### src/rtl/wisc_pkg.sv
// Shared definitions for the 16-bit core: opcode constants, link register and WB latch layout.
package wisc_pkg;

    localparam logic [4:0] OP_ADDI  = 5'b01000;
    localparam logic [4:0] OP_SUBI  = 5'b01001;
    localparam logic [4:0] OP_ORI   = 5'b01010;
    localparam logic [4:0] OP_ANDI  = 5'b01011;
    localparam logic [4:0] OP_ROLI  = 5'b10100;
    localparam logic [4:0] OP_SLLI  = 5'b10101;
    localparam logic [4:0] OP_RORI  = 5'b10110;
    localparam logic [4:0] OP_SRAI  = 5'b10111;
    localparam logic [4:0] OP_LD    = 5'b10001;
    localparam logic [4:0] OP_ST    = 5'b10000;
    localparam logic [4:0] OP_LBI   = 5'b11000;
    localparam logic [4:0] OP_SLBI  = 5'b10010;
    localparam logic [4:0] OP_BTR   = 5'b11001;
    localparam logic [4:0] OP_RTYPE = 5'b11011;
    localparam logic [4:0] OP_SEQ   = 5'b11100;
    localparam logic [4:0] OP_SLT   = 5'b11101;
    localparam logic [4:0] OP_SLE   = 5'b11110;
    localparam logic [4:0] OP_SCO   = 5'b11111;
    localparam logic [4:0] OP_JAL   = 5'b00110;
    localparam logic [4:0] OP_JALR  = 5'b00111;

    localparam logic [2:0] REG_LINK = 3'd7;

    typedef struct packed {
        logic        valid;
        logic        we;
        logic [2:0]  rd;
        logic [15:0] data;
    } wb_entry_t;

endpackage

### src/rtl/dest_reg_decode.sv
// Combinational destination-register decode from an instruction word; shared with the hazard unit.
module dest_reg_decode
    import wisc_pkg::*;
(
    input  logic [15:0] in_instr,
    output logic        dec_we,
    output logic [2:0]  dec_rd
);

    logic [4:0] w_op5;
    logic       w_unused;

    assign w_op5    = in_instr[15:11];
    assign w_unused = ^in_instr[1:0];

    // Select the destination field by instruction format; non-writing opcodes fall to default.
    always_comb begin
        dec_we = 1'b0;
        dec_rd = 3'd0;
        case (w_op5)
            OP_RTYPE, OP_SEQ, OP_SLT, OP_SLE, OP_SCO, OP_BTR: begin
                dec_we = 1'b1;
                dec_rd = in_instr[4:2];
            end
            OP_ADDI, OP_SUBI, OP_ORI, OP_ANDI,
            OP_ROLI, OP_SLLI, OP_RORI, OP_SRAI, OP_LD: begin
                dec_we = 1'b1;
                dec_rd = in_instr[7:5];
            end
            OP_LBI, OP_SLBI: begin
                dec_we = 1'b1;
                dec_rd = in_instr[10:8];
            end
            OP_JAL, OP_JALR: begin
                dec_we = 1'b1;
                dec_rd = REG_LINK;
            end
            default: begin
                dec_we = 1'b0;
                dec_rd = 3'd0;
            end
        endcase
    end

endmodule

### src/rtl/wb_regfile.sv
// Writeback stage latch plus 8x16 architectural register file with two bypassed read ports.
module wb_regfile
    import wisc_pkg::*;
#(
    parameter int DW   = 16,
    parameter int NREG = 8
) (
    input  logic          clk,
    input  logic          rst_n,
    input  logic          in_valid,
    output logic          in_ready,
    input  logic          stall,
    input  logic          flush,
    input  logic [15:0]   in_instr,
    input  logic [DW-1:0] in_data,
    input  logic [2:0]    rs_addr,
    input  logic [2:0]    rt_addr,
    output logic [DW-1:0] rs_data,
    output logic [DW-1:0] rt_data,
    output logic          wb_we,
    output logic [2:0]    wb_rd
);

    wb_entry_t     r_wb;
    logic [DW-1:0] r_regs [NREG];
    logic          w_dec_we;
    logic [2:0]    w_dec_rd;
    logic          w_accept;
    logic          w_commit;
    logic          w_byp_rs;
    logic          w_byp_rt;

    dest_reg_decode u_dest_reg_decode (
        .in_instr (in_instr),
        .dec_we   (w_dec_we),
        .dec_rd   (w_dec_rd)
    );

    assign in_ready = ~stall;
    assign w_accept = in_valid & ~stall & ~flush;
    assign w_commit = r_wb.valid & r_wb.we & ~flush;
    assign wb_we    = r_wb.valid & r_wb.we;
    assign wb_rd    = r_wb.rd;

    // WB latch: flush squashes, otherwise load on accept or drain to invalid.
    always_ff @(posedge clk or negedge rst_n) begin
        if (!rst_n) begin
            r_wb <= '0;
        end else if (flush) begin
            r_wb.valid <= 1'b0;
            r_wb.we    <= 1'b0;
        end else if (w_accept) begin
            r_wb.valid <= 1'b1;
            r_wb.we    <= w_dec_we;
            r_wb.rd    <= w_dec_rd;
            r_wb.data  <= in_data;
        end else begin
            r_wb.valid <= 1'b0;
        end
    end

    // Architectural commit; stall does not block it because the latch drains the same edge.
    always_ff @(posedge clk or negedge rst_n) begin
        if (!rst_n) begin
            for (int i = 0; i < NREG; i++) begin
                r_regs[i] <= '0;
            end
        end else if (w_commit) begin
            r_regs[r_wb.rd] <= r_wb.data;
        end else begin
            r_regs <= r_regs;
        end
    end

    assign w_byp_rs = w_commit & (r_wb.rd == rs_addr);
    assign w_byp_rt = w_commit & (r_wb.rd == rt_addr);

    // Read ports forward the pending entry so decode sees it one cycle early.
    always_comb begin
        if (w_byp_rs) begin
            rs_data = r_wb.data;
        end else begin
            rs_data = r_regs[rs_addr];
        end
        if (w_byp_rt) begin
            rt_data = r_wb.data;
        end else begin
            rt_data = r_regs[rt_addr];
        end
    end

endmodule

### config.mk
export PLATFORM = sky130hd
export DESIGN_NAME = wb_regfile
export DESIGN_NICKNAME = d
export VERILOG_FILES = /design/src/rtl/wisc_pkg.sv /design/src/rtl/dest_reg_decode.sv /design/src/rtl/wb_regfile.sv
export SDC_FILE = /design/constraint.sdc
export NUM_CORES = 1
export LEC_CHECK = 0
export CAP_MARGIN = 20
export CORE_MARGIN = 3
export CORE_UTILIZATION = 33
export CTS_CLUSTER_DIAMETER = 150
export DETAILED_ROUTE_END_ITERATION = 8
export MAX_ROUTING_LAYER = met4
export PLACE_DENSITY = 0.56
export SETUP_SLACK_MARGIN = 0.2
export SLEW_MARGIN = 40
export SYNTH_ARGS = -nofsm -noshare
export SYNTH_HDL_FRONTEND = slang
export SYNTH_SLANG_ARGS = --single-unit
### constraint.sdc
create_clock -name clk -period 3.1 [get_ports clk]
set_input_delay 0.93 -clock clk [delete_from_list [all_inputs] [get_ports clk]]
set_output_delay 0.93 -clock clk [all_outputs]
set_load 0.005 [all_outputs]
==> metrics.csv, run 1 <==
metric;value;unit
drcViolationCount;0;
grt_pass1_vias;6067;
dieArea;26880;um2
hold_viol;0;
antenna_found_initial;0;
synthArstFlopShare;100.0;%
avgViaCountPerCell;5.233;
drtAntennaViolNets;0;
synth_adder_area_share;0;%
startpoint_type;primary input;
status;finished, violations left;
cap_violations;0;
yosys.area_share.simple;6.914;%
insertion_delay;430;ps
vdd_ir_drop_max;0.2702;mV
grt_usage;18.48;%
max-slew-margin-rel;54.75;%
clk_pin_slew_worst_paths;60;ps
initial_core_util;33.76;%
dp_hpwl;14870;um
place_ws;-943.8;ps
yosysTopAreaCell;dfrtp_1;
synthMuxAreaShare;39.26;%
ys_seq_area_share;45.28;%
ys_top_cells_by_area;dfrtp_1 (45%), mux4_2 (18%), mux2_2 (15%), nand2_1 (4.1%), mux2i_1 (3.9%);
worstMarginPinSlew;678.7;ps
period_needed;3186;ps
gp_congestion;0.7893;
hp-class;in2async;
wl_per_cell;21.81;um
crit_fanout;6;
leakage;0.005182;uW
drive_gt1_share;56.05;%
htree_levels;4;
n_antenna_cell;0;
drt_iter0_drc;277;
post-synth-top-count-cell;dfrtp_1;
die_y;164.0;um
io_pins;80;
skew;7.343;ps
critPathCaptureType;primary output;
synth_top_family_by_area;multiplexers;
r2r_cells;6;
final_util;45.14;%
via_count;5589;
reg2reg_from;wb_rd[2];
drtPass1Iterations;4;
max_freq;313.9;MHz
dp_cells;1002;
ys_types;38;
yosysWarnings;0;
chipWidth;164.0;um
synth-compound-area-share;3.328;%
r2r-end;r_regs[83];
portBuffers;77;
rrSetupSlack;1210;ps
setup_viol;26;
synth-main-ff-cell;dfrtp_1;
power;4913;uW
drt-total-wl;23300;um
cts-root-buf;clkbuf_16;
yosysTopAreaCellShare;45.28;%
grt_remaining_overflow;0;
synth_seq_cells;149;
syn_area;8234;um2
cts_tree;done;
setup_slack;-85.61;ps
cts.sinks;149;
synth_fp_nets;653;
grt_max_degree;66;
maxSlewViolCount;0;
cts_buffers;17;
syn_avg_cell_area;13.50;um2
synthCells;610;
powerDensity;446.3;nW/um2
critPathRequiredTime;2170;ps
synthXorXnorAreaFrac;0.7446;%
row_count;57;
critPathKind;in2out;
crit_arrival;2260;ps
stdcell_count;1068;
core-area;24390;um2
grt_pass1_wl;36080;um
n_fill_cell;2200;
clockBufferDepth;2;
nNetsFinal;774;
cts_hold_buf;0;
synth_edf_count;0;
failed_checks;setup timing;
syn_to_final_growth;33.70;%
synthTopCellsByCount;dfrtp_1 (149), mux2_2 (110), nand2_1 (90), mux4_2 (64), mux2i_1 (32);
rsz0062_at_grt;yes;
fin_crit_sh;102.8;%
post_dp_cell_area;9663;um2
fin_area;11010;um2
[state kept, by name, summed over array words and instances, names as in the netlist]
register	count
r_wb	18
r_regs	128
wb_rd	3
[cell usage in the layout, fill, tap and decap left out, types with 2 or more instances in the layout]
cell type | synthesis | final
a21oi_1 | 6 | 6
a221o_1 | 3 | 3
buf_12 | 0 | 22
buf_16 | 0 | 8
buf_2 | 18 | 31
buf_4 | 13 | 40
buf_6 | 6 | 25
buf_8 | 0 | 2
bufinv_16 | 0 | 2
clkbuf_16 | 0 | 17
clkbuf_8 | 0 | 3
clkdlybuf4s50_1 | 0 | 37
clkinv_2 | 0 | 3
clkinvlp_4 | 0 | 3
dfrtp_1 | 149 | 149
inv_1 | 2 | 2
inv_6 | 0 | 2
mux2_1 | 10 | 10
mux2_2 | 110 | 110
mux2_4 | 8 | 8
mux2i_1 | 32 | 23
mux2i_2 | 0 | 7
mux2i_4 | 0 | 2
mux4_2 | 64 | 64
nand2_1 | 90 | 67
nand2_2 | 2 | 14
nand2_4 | 0 | 11
nand2b_1 | 3 | 3
nor2_1 | 5 | 5
nor2_4 | 2 | 2
nor3_4 | 3 | 3
nor4_4 | 2 | 3
o21ai_0 | 30 | 2
o21ai_1 | 5 | 10
o21ai_2 | 0 | 21
o21ai_4 | 0 | 2
xnor2_2 | 0 | 4
[per-stage QoR]
step	hold WS (ps)	setup TNS, ps
floorplan	471.2	0
global placement	482.4	-24480
detailed placement	496.6	-25600
CTS	506.5	-1658
global route	521.6	-2771
finish	482.1	-1191
[area by class of cell]
cell class / count / area [um2] / area share (%)
Multi-Input combinational cell: 394 / 4468 / 40.58
Sequential cell: 149 / 3729 / 33.87
Timing Repair Buffer: 165 / 1798 / 16.33
Clock buffer: 21 / 470.5 / 4.273
Tap cell: 324 / 405.4 / 3.682
Clock inverter: 11 / 123.9 / 1.125
Inverter: 4 / 15.01 / 0.1364
[what timing repair did]
action,CTS,global route
gates cloned,6,0
endpoints found under the setup margin,32,32
gates resized for setup,259,51
buffers inserted,20,8
pin swaps,16,9
[cells by family after synthesis]
family          Yosys count
buf+inv                  67
xor+xnor                  7
simple gates            114
flops                   149
compound gates           49
mux                     224
[critical path: stages]
cell     delay (ps)
buf_12          100
buf_12          130
buf_12          120
mux4_2          490
mux2i_1         140
o21ai_1          90
buf_4           150
buf_6           110
[worst max path at each step]
stage | startpoint | endpoint | slack [ps] | depth (start not counted)
final | rt_addr[0] | rt_data[2] | -90 | 8
after global routing | rt_addr[0] | rt_data[2] | -130 | 8
after CTS | rt_addr[2] | rt_data[6] | -130 | 10
after detailed placement | rt_addr[1] | rt_data[6] | -940 | 8
after global placement | rs_addr[2] | rs_data[2] | -890 | 8
after floorplan | rs_addr[0] | rs_data[12] | 200 | 5
[metal layers]
metal	part of all wire, %	GRT usage (%)	vias up
li1	-	-	2492
met1	45	23.50	2978
met2	51	31.04	103
met3	2.8	2.900	16
met4	1.4	4.767	0
met5	0	-	-
[report_power, final]
part	total, uW	switching (uW)	internal [uW]	leakage, uW
Sequential	2200	167	2040	0.00205
Clock	2090	835	1250	0.000286
Combinational	625	276	349	0.00285
Total	4910	1280	3630	0.00518
Power figures use the tool's default switching activity.
==> run 2, diff against run 1 <==
--- a/config.mk
+++ b/config.mk
@@ -13,7 +13,9 @@
 export MAX_ROUTING_LAYER = met4
 export PLACE_DENSITY = 0.56
 export SETUP_SLACK_MARGIN = 0.2
+export SKIP_CTS_REPAIR_TIMING = 1
 export SLEW_MARGIN = 40
 export SYNTH_ARGS = -nofsm -noshare
 export SYNTH_HDL_FRONTEND = slang
+export SYNTH_HIERARCHICAL = 1
 export SYNTH_SLANG_ARGS = --single-unit
==> run 2 against run 1 <==
Net effect: the flow still finishes with violations (setup timing); final cell count shrank 6.7%; die area grew 3.2%; clock skew grew 2.0 ps; global-route usage shrank 2.6 points; first-iteration DRC count grew 20%; critical endpoint unchanged; highest routed layer unchanged.
==> metrics.csv, run 2 <==
metric;value;unit
status;finished, violations left;
failed_checks;setup timing;
grt_max_degree;72;
n_fill_cell;2238;
grt_pass1_wl;32980;um
drtAntennaViolNets;0;
ys_types;34;
grt_remaining_overflow;0;
yosysTopAreaCell;dfrtp_1;
crit_slowest_cell;mux2_4;
syn_area;8509;um2
grt_pass1_vias;5591;
synth_fp_nets;574;
yosysWarnings;6;
synth_seq_cells;149;
portBuffers;77;
syn_avg_cell_area;16.03;um2
syn_to_final_growth;28.33;%
via_count;5190;
crit_arrival;2560;ps
crit_family;buffers and inverters;
critPathCaptureType;primary output;
clk_pin_slew_worst_paths;60;ps
post-synth-top-count-cell;mux2_2;
ys_top_cells_by_area;dfrtp_1 (44%), mux2_2 (26%), mux4_1 (19%), mux2_4 (1.9%), buf_6 (1.3%);
initial_core_util;33.70;%
avgViaCountPerCell;5.211;
htree_levels;4;
cts_buffers;17;
drt_iter0_drc;333;
crit_top_cell;buf_6;
path_cells;buf_12, buf_12, buf_12, buf_6, xnor2_2, nand4_1, buf_6, buf_6, buf_12, buf_6, mux2_4, buf_6;
drtPass1Iterations;4;
clockBufferDepth;2;
grt_usage;15.91;%
die_y;166.6;um
synthArstFlopShare;100.0;%
rsz0062_at_grt;yes;
powerDensity;466.7;nW/um2
mostFrequentLayoutCell;mux2_2;
rrSetupSlack;1280;ps
maxSlewViolCount;0;
power;5096;uW
drt-total-wl;22280;um
chipWidth;166.6;um
n_antenna_cell;0;
drive_gt1_share;64.41;%
crit_fanout;6;
registers.top_by_ff_count;r_regs;
gp_congestion;0.7723;
hp-class;in2async;
row_count;58;
dp_hpwl;13410;um
reg2reg_from;wb_rd[0];
io_pins;80;
worstSetupStartpoint;rt_addr[0];
period_needed;3491;ps
dieArea;27750;um2
ys_seq_area_share;43.82;%
wl_per_cell;22.37;um
leakage;0.005248;uW
synthCells;531;
most-common-layout-cells;mux2_2 (166), dfrtp_1 (149), mux4_2 (61);
worstMarginPinSlew;497.9;ps
seq_area;3729;um2
largest_reg_flops;128;
synth-main-ff-cell;dfrtp_1;
startpoint_type;primary input;
setup_slack;-391.0;ps
insertion_delay;420;ps
cts-root-buf;clkbuf_16;
antenna_found_initial;0;
yosysTopAreaCellShare;43.82;%
vdd_ir_drop_max;0.3699;mV
critPathKind;in2out;
fin_crit_sh;112.6;%
tns;-9688;ps
max-slew-margin-rel;66.81;%
drcViolationCount;0;
core-area;25250;um2
critPathRequiredTime;2170;ps
max_freq;286.4;MHz
skew;9.329;ps
multi_input_area;4384;um2
hold_viol;0;
path_buf_inv;9;
cts.sinks;149;
synth_edf_count;0;
synthTopCellsByCount;mux2_2 (200), dfrtp_1 (149), mux4_1 (60), clkbuf_1 (28);
slowest_delay;300;ps
setup_viol;32;
cap_violations;0;
nNetsFinal;697;
cts_tree;done;
[run 2: cell families after synthesis]
| group | Yosys count | share of synthesized area [%] |
|---|---|---|
| multiplexers | 276 | 48.11 |
| flip-flops | 149 | 43.82 |
| buffers and inverters | 58 | 3.955 |
| AND/OR/NAND/NOR | 30 | 2.411 |
| AO/OA/AOI/OAI | 11 | 0.9851 |
| XOR/XNOR | 7 | 0.7205 |
[run 2: path summary, 6_finish.rpt]
kind | to | cells past startpoint
setup / recovery | rt_data[2] | 12
hold / removal | r_wb[8] | 1
setup reg to reg | r_regs[20] | 4
hold reg to reg | r_regs[86] | 1
max in group asynchronous | r_regs[67] | 2
min in group clk | r_regs[86] | 1
[run 2: metal layers]
metal / vias to the layer above / track usage [%] / wire length [um]
met2: 111 / 26.14 / 11330
met3: 21 / 3.394 / 874
met4: 0 / 4.197 / 316
met5: - / - / 0
li1: 2285 / - / -
met1: 2773 / 20.16 / 9764
[run 2: final cells by class]
| type | instances | share of cell area [%] |
|---|---|---|
| clock buffer | 21 | 4.216 |
| tap | 330 | 3.781 |
| sequential | 149 | 34.14 |
| clock inverter | 10 | 1.192 |
| timing repair buffer | 161 | 16.49 |
| multi-input combinational | 324 | 40.15 |
| inverter | 1 | 0.03437 |
[run 2: metrics by stage]
stage                     cells  hold WS [ps]  utilization, %  cell area [um2]  setup slack (ps)
after floorplan             531         477.4               -             8458            -3.007
after global routing        996         460.1           43.24            10920            -446.1
after detailed placement    916         509.4           38.33             9679            -916.4
final                       996         445.9           43.24            10920            -391.0
after global placement      916         499.8           38.33             9679            -911.9
after CTS                   947         455.8           40.67            10270            -916.4
[run 2: where the power goes]
part           internal (uW)  total, uW  leakage, uW  switching (uW)
Clock                   1300       2100     0.000288             802
Sequential              2070       2270      0.00203             191
Combinational            471        732      0.00293             261
Total                   3840       5100      0.00525            1250
[run 2: worst register-to-register path, cell delays in order (launching register included)]
cell and delay [ps]:
dfrtp_1 500, and4bb_1 410, and3_1 230, buf_12 200, mux2_2 360
